==> src/rtl/adc128s022_pkg.sv <==
// Shared types and frame constants for the ADC128S022 SPI master.
package adc128s022_pkg;

  typedef enum logic [1:0] {
    ST_IDLE  = 2'd0,
    ST_FRAME = 2'd1,
    ST_GAP   = 2'd2
  } state_t;

  localparam int FRAME_BITS   = 16;
  localparam int ADDR_MSB_BIT = 2;
  localparam int ADDR_LSB_BIT = 4;
  localparam int DATA_W       = 12;
  localparam int CH_W         = 3;

  // Half-period ticks counted from cs_n falling: 32 SCLK edges, then one
  // more half period before cs_n rises, then two half periods of gap.
  localparam int HALF_EXIT = 2 * FRAME_BITS + 1;
  localparam int HALF_END  = 2 * FRAME_BITS + 3;

  // DIN value for frame bit k: the channel address sits MSB first in bits 2..4.
  function automatic logic addr_bit(input logic [3:0] k, input logic [CH_W-1:0] ch);
    if (k == 4'(ADDR_MSB_BIT))          return ch[2];
    else if (k == 4'(ADDR_MSB_BIT + 1)) return ch[1];
    else if (k == 4'(ADDR_LSB_BIT))     return ch[0];
    return 1'b0;
  endfunction

endpackage

==> src/rtl/adc_sclk_tick.sv <==
// Half-period timebase: one-cycle tick every HALF_PERIOD clocks while running.
module adc_sclk_tick #(
  parameter int HALF_PERIOD = 16
) (
  input  logic i_clk,
  input  logic i_reset,
  input  logic i_run,
  output logic o_tick
);

  logic [7:0] r_cnt;
  logic       w_last;

  assign w_last = (r_cnt == 8'(HALF_PERIOD - 1));
  assign o_tick = i_run && w_last;

  // Count clocks within a half period; held at zero while not running so the
  // first tick of a frame lands exactly HALF_PERIOD cycles after start.
  always_ff @(posedge i_clk or posedge i_reset) begin
    if (i_reset)      r_cnt <= '0;
    else if (!i_run)  r_cnt <= '0;
    else if (w_last)  r_cnt <= '0;
    else              r_cnt <= r_cnt + 8'd1;
  end

endmodule

==> src/rtl/adc128s022_spi_master.sv <==
// Continuous-conversion SPI master for the ADC128S022 on the DE0-Nano.
module adc128s022_spi_master
  import adc128s022_pkg::*;
#(
  parameter int HALF_PERIOD = 16
) (
  input  logic              i_clk,
  input  logic              i_reset,
  input  logic              i_enable,
  input  logic [CH_W-1:0]   i_channel,
  output logic              o_adc_cs_n,
  output logic              o_adc_sclk,
  output logic              o_adc_din,
  input  logic              i_adc_dout,
  output logic [DATA_W-1:0] o_data,
  output logic [CH_W-1:0]   o_data_channel,
  output logic              o_data_valid,
  output logic              o_busy
);

  if (HALF_PERIOD < 2 || HALF_PERIOD > 255) begin : g_bad_half_period
    $error("adc128s022_spi_master: HALF_PERIOD must be within 2..255");
  end

  state_t            r_state;
  logic [5:0]        r_half;
  logic [DATA_W-1:0] r_shift;
  logic [CH_W-1:0]   r_cur_ch;
  logic [CH_W-1:0]   r_prev_ch;
  logic              r_cs_n;
  logic              r_sclk;
  logic              r_din;
  logic [DATA_W-1:0] r_data;
  logic [CH_W-1:0]   r_data_ch;
  logic              r_valid;
  logic              r_busy;

  logic              w_tick;
  logic              w_run;
  logic [5:0]        w_half_nxt;

  assign w_run      = (r_state != ST_IDLE);
  assign w_half_nxt = r_half + 6'd1;

  adc_sclk_tick #(.HALF_PERIOD(HALF_PERIOD)) u_tick (
    .i_clk   (i_clk),
    .i_reset (i_reset),
    .i_run   (w_run),
    .o_tick  (w_tick)
  );

  // Frame sequencer: owns SCLK, CS, DIN, the bit position and the result.
  // The shift register keeps only the low DATA_W bits; the four leading
  // zeros of each frame simply fall off the top.
  always_ff @(posedge i_clk or posedge i_reset) begin
    if (i_reset) begin
      r_state   <= ST_IDLE;
      r_half    <= '0;
      r_shift   <= '0;
      r_cur_ch  <= '0;
      r_prev_ch <= '0;
      r_cs_n    <= 1'b1;
      r_sclk    <= 1'b1;
      r_din     <= 1'b0;
      r_data    <= '0;
      r_data_ch <= '0;
      r_valid   <= 1'b0;
      r_busy    <= 1'b0;
    end else begin
      r_valid <= 1'b0;
      case (r_state)
        ST_IDLE: begin
          if (i_enable) begin
            r_state  <= ST_FRAME;
            r_cs_n   <= 1'b0;
            r_busy   <= 1'b1;
            r_cur_ch <= i_channel;
            r_half   <= '0;
          end
        end
        ST_FRAME: begin
          if (w_tick) begin
            r_half <= w_half_nxt;
            if (w_half_nxt == 6'(HALF_EXIT)) begin
              r_state   <= ST_GAP;
              r_cs_n    <= 1'b1;
              r_data    <= r_shift;
              r_data_ch <= r_prev_ch;
              r_prev_ch <= r_cur_ch;
              r_valid   <= 1'b1;
            end else if (w_half_nxt[0]) begin
              // falling edge: r_half is even here, so r_half/2 is the bit index
              r_sclk <= 1'b0;
              r_din  <= addr_bit(r_half[4:1], r_cur_ch);
            end else begin
              r_sclk  <= 1'b1;
              r_shift <= {r_shift[DATA_W-2:0], i_adc_dout};
            end
          end
        end
        ST_GAP: begin
          if (w_tick) begin
            if (w_half_nxt == 6'(HALF_END)) begin
              r_half <= '0;
              if (i_enable) begin
                r_state  <= ST_FRAME;
                r_cs_n   <= 1'b0;
                r_cur_ch <= i_channel;
              end else begin
                r_state <= ST_IDLE;
                r_busy  <= 1'b0;
              end
            end else begin
              r_half <= w_half_nxt;
            end
          end
        end
        default: r_state <= ST_IDLE;
      endcase
    end
  end

  assign o_adc_cs_n     = r_cs_n;
  assign o_adc_sclk     = r_sclk;
  assign o_adc_din      = r_din;
  assign o_data         = r_data;
  assign o_data_channel = r_data_ch;
  assign o_data_valid   = r_valid;
  assign o_busy         = r_busy;

endmodule

==> config.mk <==
export PLATFORM = sky130hd
export DESIGN_NAME = adc128s022_spi_master
export DESIGN_NICKNAME = d
export VERILOG_FILES = /design/src/rtl/adc128s022_pkg.sv /design/src/rtl/adc_sclk_tick.sv /design/src/rtl/adc128s022_spi_master.sv
export SDC_FILE = /design/constraint.sdc
export NUM_CORES = 1
export LEC_CHECK = 0
export ABC_AREA = 1
export CORE_ASPECT_RATIO = 0.8
export CORE_MARGIN = 2
export CORE_UTILIZATION = 50
export CTS_CLUSTER_DIAMETER = 60
export CTS_CLUSTER_SIZE = 30
export DETAILED_ROUTE_END_ITERATION = 8
export GPL_TIMING_DRIVEN = 0
export PLACE_DENSITY = 0.75
export SYNTH_ARGS = -nofsm -noshare
export SYNTH_HDL_FRONTEND = slang
export SYNTH_SLANG_ARGS = --single-unit
==> constraint.sdc <==
create_clock -name i_clk -period 1.8 [get_ports i_clk]
set_clock_uncertainty 0.2 [all_clocks]
set_input_delay 0.36 -clock i_clk [delete_from_list [all_inputs] [get_ports i_clk]]
set_output_delay 0.36 -clock i_clk [all_outputs]
set_load 0.005 [all_outputs]
Yosys cells after proc, flatten, opt, wreduce, memory -nomap -nowiden
Cells that the tools add are included.
- reductions and logical operators: 14
- bitwise gates (word level): 2
- mux-type cells: 44
- $add $sub $neg: 2
- eq/ne operators: 14
- operators by type and width (cell ; count):
    1-bit 2-to-1 mux ; 25
    6-bit 2-to-1 mux ; 4
    6-bit one-hot mux with 3 select lines ; 1
    8-bit 2-to-1 mux ; 2
    5-bit AND reduction ; 3
    6-bit == test (second input constant) ; 2
    4-bit AND reduction ; 3
    2-bit 2-to-1 mux ; 5
    3-bit 2-to-1 mux ; 3
    3-bit AND reduction ; 3
    8-bit by 1-bit adder with 8-bit output (second input constant) ; 1
    4-bit by 2-bit == test with 1-bit output (second input constant) ; 2
    8-bit by 4-bit == test with 1-bit output (second input constant) ; 1
    2-bit != test (second input constant) ; 4
    6-bit by 1-bit adder with 6-bit output (second input constant) ; 1
    2-bit one-hot mux with 3 select lines ; 1
    3-bit one-hot mux with 2 select lines ; 1
    4-bit by 3-bit == test with 1-bit output (second input constant) ; 1
    2-bit by 1-bit != test with 1-bit output (second input constant) ; 2
    2-bit nonzero test ; 2
    1-bit one-hot mux with 3 select lines ; 1
    3-bit nonzero test ; 1
    2-bit by 1-bit == test with 1-bit output (second input constant) ; 1
    2-bit == test (second input constant) ; 1
    other kinds (4) ; 5
- bits in registers: 54
- output and inout port bits: 20
- word-level logic and storage cells: 89

Logic depth before layout (Yosys ltp)
Gate-level depths: netlist of the first run.
- depth after elaboration: 9
- mapped depth: 12
- mapped depth without buffers: 11

By module
Synthesis of the first run repeated with hierarchy kept, for this count alone.
- cell total of the unflattened synthesis: 298
- area total of the unflattened synthesis: 2591.2 µm²
- modules (own cells, without submodules) (module ; times used ; cells each ; area each (µm²) ; seq. area each (µm²)):
    adc128s022_spi_master ; 1 ; 245 ; 2179.6 ; 1153.6
    adc_sclk_tick ; 1 ; 53 ; 411.6 ; 200.2

Worst setup path before layout of the first run
No wires, ideal clock.
- kind: reg2reg
- start: register r_state[0]
- end: register r_shift[1]
- slack: -0.110 ns
- arrival: 1.588 ns
- period minus slack after synthesis: 1.910 ns
- required time: 1.478 ns
- cell stages (with the launch flop): 12
- path through: dfrtp_1 inv_1 ha_1 inv_1 nand4_2 clkinv_1 nand2_1 nor2_4 nand2_2 buf_6 nand2_1 o21ai_1
- word-level cells in the longest chain between the ends: 3
- elaborated cells on any way between the ends: 4
- classes of those cells: 1 x eq/ne; 3 x reduce/logical
- ends and longest elaborated chain (element ; RTL line ; source):
    from (decl) ; adc128s022_spi_master.sv:25 ; state_t r_state;
    from (signal assigned) ; adc128s022_spi_master.sv:57 ; r_state <= ST_IDLE;
    from (signal assigned) ; adc128s022_spi_master.sv:74 ; r_state <= ST_FRAME;
    from (signal assigned) ; adc128s022_spi_master.sv:85 ; r_state <= ST_GAP;
    2-bit nonzero test ; adc128s022_spi_master.sv:42 ; assign w_run = (r_state != ST_IDLE);
    1-bit logical AND ; adc_sclk_tick.sv:15 ; assign o_tick = i_run && w_last;
    4-bit AND reduction (no source line) * ; n/a ;
    to (signal assigned) ; adc128s022_spi_master.sv:97 ; r_shift <= {r_shift[DATA_W-2:0], i_adc_dout};
    to (decl) ; adc128s022_spi_master.sv:27 ; logic [DATA_W-1:0] r_shift;
Every way passes the cells marked *; elsewhere a longest branch is shown, timed or not.
A chain may end at the register's enable or synchronous reset.

Worst setup path in the final report of the first run
- start: register r_half[4]
- end: register r_shift[1]
- word-level cells in the longest chain between the ends: 4
- ends and longest elaborated chain (element ; RTL line ; source):
    from (decl) ; adc128s022_spi_master.sv:26 ; logic [5:0] r_half;
    from (signal assigned) ; adc128s022_spi_master.sv:83 ; r_half <= w_half_nxt;
    from (signal assigned) ; adc128s022_spi_master.sv:114 ; r_half <= w_half_nxt;
    6-bit by 1-bit adder with 6-bit output ; adc128s022_spi_master.sv:43 ; assign w_half_nxt = r_half + 6'd1;
    6-bit == test ; adc128s022_spi_master.sv:84 ; if (w_half_nxt == 6'(HALF_EXIT)) begin
    1-bit NOT (no source line) ; n/a ;
    4-bit AND reduction (no source line) ; n/a ;
Every way passes these cells.

==> results of run 1 <==
[stage by stage]
stage                     TNS (ns)  hold slack, ns
after global routing         -8.35           0.303
after global placement      -10.72           0.257
after detailed placement    -13.19           0.258
after floorplan            -0.0464           0.227
final                        -4.66           0.282
after CTS                    -2.26           0.282
[cell type report]
cell class	instances	area [um^2]	area share, %
flip-flops and latches	54	1360	38.1
multi-input cells	194	1330	37.2
repair buffers	54	485	13.6
inverters	35	154	4.31
plain buffers	6	80.1	2.24
well taps	62	77.6	2.17
clock buffers	6	72.6	2.03
clock inverters	2	13.8	0.386
[critical path: cells and delay by family, from the launching register on]
kind	cells	cell delay, ns
AO/OA/AOI/OAI	1	0.06
buffers and inverters	2	0.30
flip-flops	1	0.48
AND/OR/NAND/NOR	7	0.79
[layer usage]
layer  track usage [%]  share of wire, %
met5                 0                 0
met4              5.04               1.6
met3              5.19               4.6
met2              34.8                51
met1              27.5                42
[flip-flops by register name, indices dropped and copies added (netlist names)]
signal,cells
o_adc_sclk,1
o_data_valid,1
o_data,12
r_state,2
o_data_channel,3
r_half,6
u_tick.r_cnt,8
o_busy,1
r_prev_ch,3
o_adc_din,1
o_adc_cs_n,1
r_cur_ch,3
r_shift,12
[logic make-up (layout without fill, tap and decap cells)]
| group | count (synthesis) | in the layout | synth area share (%) |
|---|---|---|---|
| adder cells (fa/ha/maj) | 8 | 8 | 3.88 |
| flip-flops | 54 | 54 | 52.5 |
| XOR/XNOR | 1 | 1 | 0.340 |
| buffers and inverters | 41 | 103 | 8.20 |
| AO/OA/AOI/OAI | 48 | 48 | 10.8 |
| AND/OR/NAND/NOR | 137 | 137 | 24.2 |
[power groups by stage]
stage	logic, mW	clock network [mW]	registers, mW
finish	1.60	0.690	1.45
global route	1.74	0.747	1.46
CTS	1.27	0.694	1.43
detailed placement	0.899	0	1.50
global placement	0.864	0	1.49
floorplan	0.696	0	1.47
[cell usage after synthesis, drive strengths merged]
master	number	area share (%)
nand2	87	13
clkinv	2	0.78
dfrtp	52	50
o21bai	1	0.44
xnor2	1	0.34
o21a	1	0.29
nand4	6	1.7
and3	2	0.49
o211ai	2	0.58
a21oi	10	2.1
nor3b	1	0.29
dfstp	2	2.0
o21ai	30	6.3
nand3	13	3.8
or2	1	0.24
o31ai	3	0.87
nor3	3	0.58
inv	33	4.8
nor2	24	4.2
a211oi	1	0.29
ha	8	3.9
buf	6	2.6
[timing repair]
| action | CTS | global route |
|---|---|---|
| endpoints found under the setup margin | 48 | 49 |
| buffers inserted | 21 | 5 |
| gates cloned | 2 | 0 |
| pin swaps | 15 | 18 |
| gates resized for setup | 41 | 47 |
[cells in the final DEF (no fill, tap or decap), types with 2 or more instances in the layout]
master	netlist	routed
inv_1	32	27
ha_4	0	5
nor2_4	2	4
nor3_1	3	2
ha_1	8	2
nand3_1	8	4
nand3_4	1	5
nand3_2	4	4
dfrtp_1	52	49
o21ai_2	0	8
o211ai_1	2	2
nand4_1	5	5
buf_6	6	8
clkdlybuf4s50_1	0	23
o21ai_1	22	20
a21oi_1	9	8
clkbuf_8	0	5
dlygate4sd2_1	0	2
nand2_4	0	5
inv_2	1	3
nor2_1	21	19
nand2_1	84	63
inv_4	0	2
buf_4	0	24
dfrtp_2	0	3
dfstp_2	2	2
o31ai_2	0	3
nand2_2	3	19
clkinv_2	0	2
[how the worst min path moves through the flow]
stage	startpoint	to	slack [ns]	depth (start not counted)
2_1_floorplan	i_reset	o_adc_din$_DFFE_PP0P_	0.23	1
3_3_place_gp	r_prev_ch[1]$_DFFE_PP0P_	o_data_channel[1]$_DFFE_PP0P_	0.26	2
3_5_place_dp	r_prev_ch[1]$_DFFE_PP0P_	o_data_channel[1]$_DFFE_PP0P_	0.26	2
4_1_cts	r_prev_ch[1]$_DFFE_PP0P_	o_data_channel[1]$_DFFE_PP0P_	0.28	2
5_1_grt	o_data[11]$_DFFE_PP0P_	o_data[11]$_DFFE_PP0P_	0.30	2
6_report	r_prev_ch[1]$_DFFE_PP0P_	o_data_channel[1]$_DFFE_PP0P_	0.28	2
==> flow_summary.toml, run 1 <==
[floorplanning]
die_w_um = 84.3
num_rows = 23
pin_count = 27
die-area_um2 = 5750
die_h_um = 68.2
core_region_area_um2 = 4980
initial_core_util_pct = 51.8

[grt]
globalRouteTotalUtil_pct = 20.7
antenna_found_initial = 0
grt_pass1_vias = 2016
overflow = 0
grt_pass1_wl_um = 9280
grt_max_degree = 55

[critical_path]
r2r_end = "r_shift[1]$_DFFE_PP0P_"
cp_slowest_cell = "dfrtp_1"
path_class = "register to register"
crit_path_end = "r_shift[1]$_DFFE_PP0P_"
startpoint_type = "register"
r2r_start = "r_half[4]$_DFFE_PP0P_"
r2r_setup_slack_ns = -0.16
r2r_cells = 10
crit_path_max_incr_delay_ns = 0.48
cp.arrival_ns = 1.96
crit_path_start = "r_half[4]$_DFFE_PP0P_"
cp-end-kind = "register"
cp_cell_sequence = "nand2_2, inv_1, nand2_2, nand2_4, nand3_4, nor2_4, nor2_4, nand2_4, buf_4, o21ai_1"
crit_fanout = 8
crit_required_ns = 1.80

[timing]
worst_pin_slew_ns = 1.11
maxSlewViolCount = 0
rsz0062_at_grt = "true"
timing.final.ws_setup_ns = -0.163
min_period_ns = 1.96
hold_viol = 0
setup_viol = 43
max_slew_margin_pct = 25.5
timing.fmax_mhz = 509
period_share_pct = 109

[placement]
hpwl_um = 3470
numPlacedInstances = 377
dpl_cell_area_um2 = 2950
place_ws_ns = -0.251
gp_congestion = 0.945
numPortBuffers = 26

[detailed_routing]
via_per_inst = 5.28
drc_errors = 0
drt_iter0_markers = 95
vias = 2179
postRouteWirelength_um = 6160
antenna_left = 0
wl_per_cell_um = 14.9
drtPass1Iterations = 4

[cts]
clkSlewWorstSetupHoldPaths_ns = 0.10
clockBufferDepth = 2
holdBufCountCts = 0
numClockSinks = 54
cts_root_buf = "clkbuf_8"
clk-insertion-delay-late_ns = 0.32
cts_tree = "done"
numCtsBuffers = 5
h-tree-depth = 2

[finish]
fin_util_pct = 71.7
fillers = 337
syn2layout_area_growth_pct = 38.4
nets = 365
diodes = 0
final_cells = 413
layout-drive-gt1-share_pct = 33.9
stdcell_area_um2 = 3570

[min_path]
hp-class = "register to register"

[yosys]
yosysUniqueCellTypes = 33
ys_seq_elements = 54
syn_inst = 289
synth_nets = 304
synth_warnings = 0
syn-cell-area_um2 = 2580
yosysSeqAreaShare_pct = 52.5
avgSynthCellArea_um2 = 8.92

[run_status]
status = "finished, violations left"
violations = "setup timing"

[pwr]
finalPower_mw = 3.74
clock_power_share_pct = 18.4
pwr-share-seq_pct = 38.7
p_comb_share_pct = 42.9
p_leak_nw = 1.61
powerDensity_nw_per_um2 = 1050
ir_worst_vdd_mv = 0.777
p_switching_mw = 1.45
p_int_mw = 2.29
switching_share_pct = 38.7

[run]
cap_violations = 0
Power figures use the tool's default switching activity.
==> run 2, diff against run 1 <==
--- a/config.mk
+++ b/config.mk
@@ -6,14 +6,14 @@
 export NUM_CORES = 1
 export LEC_CHECK = 0
 export ABC_AREA = 1
+export ABC_CLOCK_PERIOD_IN_PS = 1800
 export CORE_ASPECT_RATIO = 0.8
 export CORE_MARGIN = 2
-export CORE_UTILIZATION = 50
+export CORE_UTILIZATION = 37
 export CTS_CLUSTER_DIAMETER = 60
 export CTS_CLUSTER_SIZE = 30
 export DETAILED_ROUTE_END_ITERATION = 8
 export GPL_TIMING_DRIVEN = 0
-export PLACE_DENSITY = 0.75
 export SYNTH_ARGS = -nofsm -noshare
 export SYNTH_HDL_FRONTEND = slang
 export SYNTH_SLANG_ARGS = --single-unit
==> run 2 against run 1 <==
The flow still finishes with violations (setup timing). Clock power up 27%. Flip-flop and latch count stayed put. Combinational power is 5% lower. Via count is 4.2% lower. First-iteration DRC count is 14% lower. Clock-buffer cell count unchanged. Sequential share of layout area fell by 0.47 points. Register-to-register slack improved by 0.02 ns. Critical path type unchanged. Critical endpoint unchanged. Largest power group unchanged.
==> flow_summary.toml, run 2 (same netlist as run 1, synthesis figures left out) <==
[timing]
setup_viol = 42
maxSlewViolCount = 0
max_slew_margin_pct = 22.8
rsz0062_at_grt = "true"
setup_tns_ns = -3.97
timing.final.ws_setup_ns = -0.142
worst_pin_slew_ns = 1.16
hold_viol = 0
period_share_pct = 108
min_period_ns = 1.94
timing.fmax_mhz = 515

[pwr]
p_int_mw = 2.43
powerDensity_nw_per_um2 = 1070
clock_power_share_pct = 22.8
p_comb_share_pct = 39.6
ir_worst_vdd_mv = 0.512
p_leak_nw = 1.63
switching_share_pct = 36.8
pwr-share-seq_pct = 37.6
p_switching_mw = 1.42

[grt]
grt_pass1_wl_um = 9320
globalRouteTotalUtil_pct = 15.1
overflow = 0
grt_max_degree = 55
grt_pass1_vias = 2003
antenna_found_initial = 0

[detailed_routing]
drc_errors = 0
via_per_inst = 4.80
antenna_left = 0
wl_per_cell_um = 12.9
vias = 2087
postRouteWirelength_um = 5620
drtPass1Iterations = 4
drt_iter0_markers = 82

[cts]
h-tree-depth = 2
clk-insertion-delay-late_ns = 0.31
cts_root_buf = "clkbuf_8"
cts_tree = "done"
clockBufferDepth = 2
numClockSinks = 54
holdBufCountCts = 0
numCtsBuffers = 5
clkSlewWorstSetupHoldPaths_ns = 0.10

[run_status]
status = "finished, violations left"
violations = "setup timing"

[finish]
diodes = 0
syn2layout_area_growth_pct = 40.0
stdcell_area_um2 = 3610
nets = 362
final_common_cell = "nand2_1"
final_cell_mix = "nand2_1, dfrtp_1, inv_1"
layout-drive-gt1-share_pct = 33.9

[critical_path]
cp_cell_sequence = "ha_4, nand2_2, inv_2, nand2_2, nand2_2, nand3_4, nor2_4, nor2_4, nand2_4, buf_6, nand2_1, o21ai_1"
crit_path_max_incr_delay_ns = 0.43
crit_required_ns = 1.83
cp_top_family = "simple AND/OR/NAND/NOR gates"
startpoint_type = "register"
path_class = "register to register"
cp_slowest_cell = "dfrtp_2"
cp-end-kind = "register"
crit_top_cell = "nand2_2"
cp.arrival_ns = 1.97
crit_fanout = 6
crit_buf_inv = 2

[floorplanning]
die_h_um = 78.7
die_w_um = 97.3
num_rows = 27
core_region_area_um2 = 6820
initial_core_util_pct = 37.8
pin_count = 27
die-area_um2 = 7650

[placement]
hpwl_um = 3440
numPortBuffers = 26
dpl_cell_area_um2 = 2990
gp_congestion = 0.844

[run]
cap_violations = 0

[min_path]
hp-class = "register to register"
run 2: cell types whose count changed in the layout (fill, tap and decap cells not counted), moves of 2 or more:
cell      change
o31ai_2       -2
nand2_2       +3
clkinv_2      -2
nand2_1       -3
o31ai_1       +2
buf_4         -5
buf_6         +2
run 2: power by group through the flow:
stage | combinational (mW) | sequential, mW | clock [mW]
after floorplan | 0.696 | 1.47 | 0
after global placement | 0.885 | 1.49 | 0
after detailed placement | 0.896 | 1.49 | 0
after CTS | 1.32 | 1.43 | 0.895
after global routing | 1.66 | 1.47 | 0.955
final | 1.52 | 1.45 | 0.875
run 2: final timing paths:
path	to	depth (start not counted)	slack [ns]	startpoint
max in group asynchronous	r_half[1]$_DFFE_PP0P_	2	0.25	i_reset
worst min-delay path	o_data_channel[2]$_DFFE_PP0P_	2	0.28	r_prev_ch[2]$_DFFE_PP0P_
worst max-delay path	r_shift[1]$_DFFE_PP0P_	12	-0.14	r_half[1]$_DFFE_PP0P_
worst min register to register	o_data_channel[2]$_DFFE_PP0P_	2	0.28	r_prev_ch[2]$_DFFE_PP0P_
min in group asynchronous	u_tick.r_cnt[4]$_DFF_PP0_	2	0.46	i_reset
worst max register to register	r_shift[1]$_DFFE_PP0P_	12	-0.14	r_half[1]$_DFFE_PP0P_
run 2: through the flow:
stage / setup WS [ns] / hold WS [ns] / utilization, % / instances / power, mW
2_1_floorplan: -0.00516 / 0.227 / - / 289 / 2.16
4_1_cts: -0.109 / 0.286 / 50.2 / 428 / 3.65
3_5_place_dp: -0.256 / 0.265 / 43.7 / 402 / 2.39
6_report: -0.142 / 0.280 / 52.9 / 435 / 3.85
5_1_grt: -0.211 / 0.303 / 52.9 / 435 / 4.08
3_3_place_gp: -0.215 / 0.253 / 43.7 / 402 / 2.38
run 2: area by class of cell:
cell class,count,area (um^2)
tap,87,109
timing repair buffer,51,470
sequential,54,1360
buffer,6,80.1
inverter,35,158
clock buffer,6,82.6
fill,604,3220
clock inverter,2,38.8
multi-input combinational,194,1310
run 2: worst reg2reg max path: cells and delay by family, from the launching register on:
family / cells / cell delay [ns]
flops: 1 / 0.43
simple gates: 8 / 0.78
compound gates: 1 / 0.07
fa+ha+maj: 1 / 0.19
buf+inv: 2 / 0.20
run 2: repair_timing:
action                     4_1_cts  5_1_grt
cloned                           1        0
setup endpoints to repair       48       49
buffers inserted                17        7
pin swaps                       16       10
gates resized for setup         52       37
run 2: metal layers:
metal | part of all wire, % | vias up | GRT usage (%)
li1 | - | 1049 | -
met5 | 0 | - | 0
met2 | 48 | 31 | 24.2
met3 | 3.2 | 2 | 3.12
met4 | 0.34 | 0 | 4.44
met1 | 49 | 1005 | 20.8
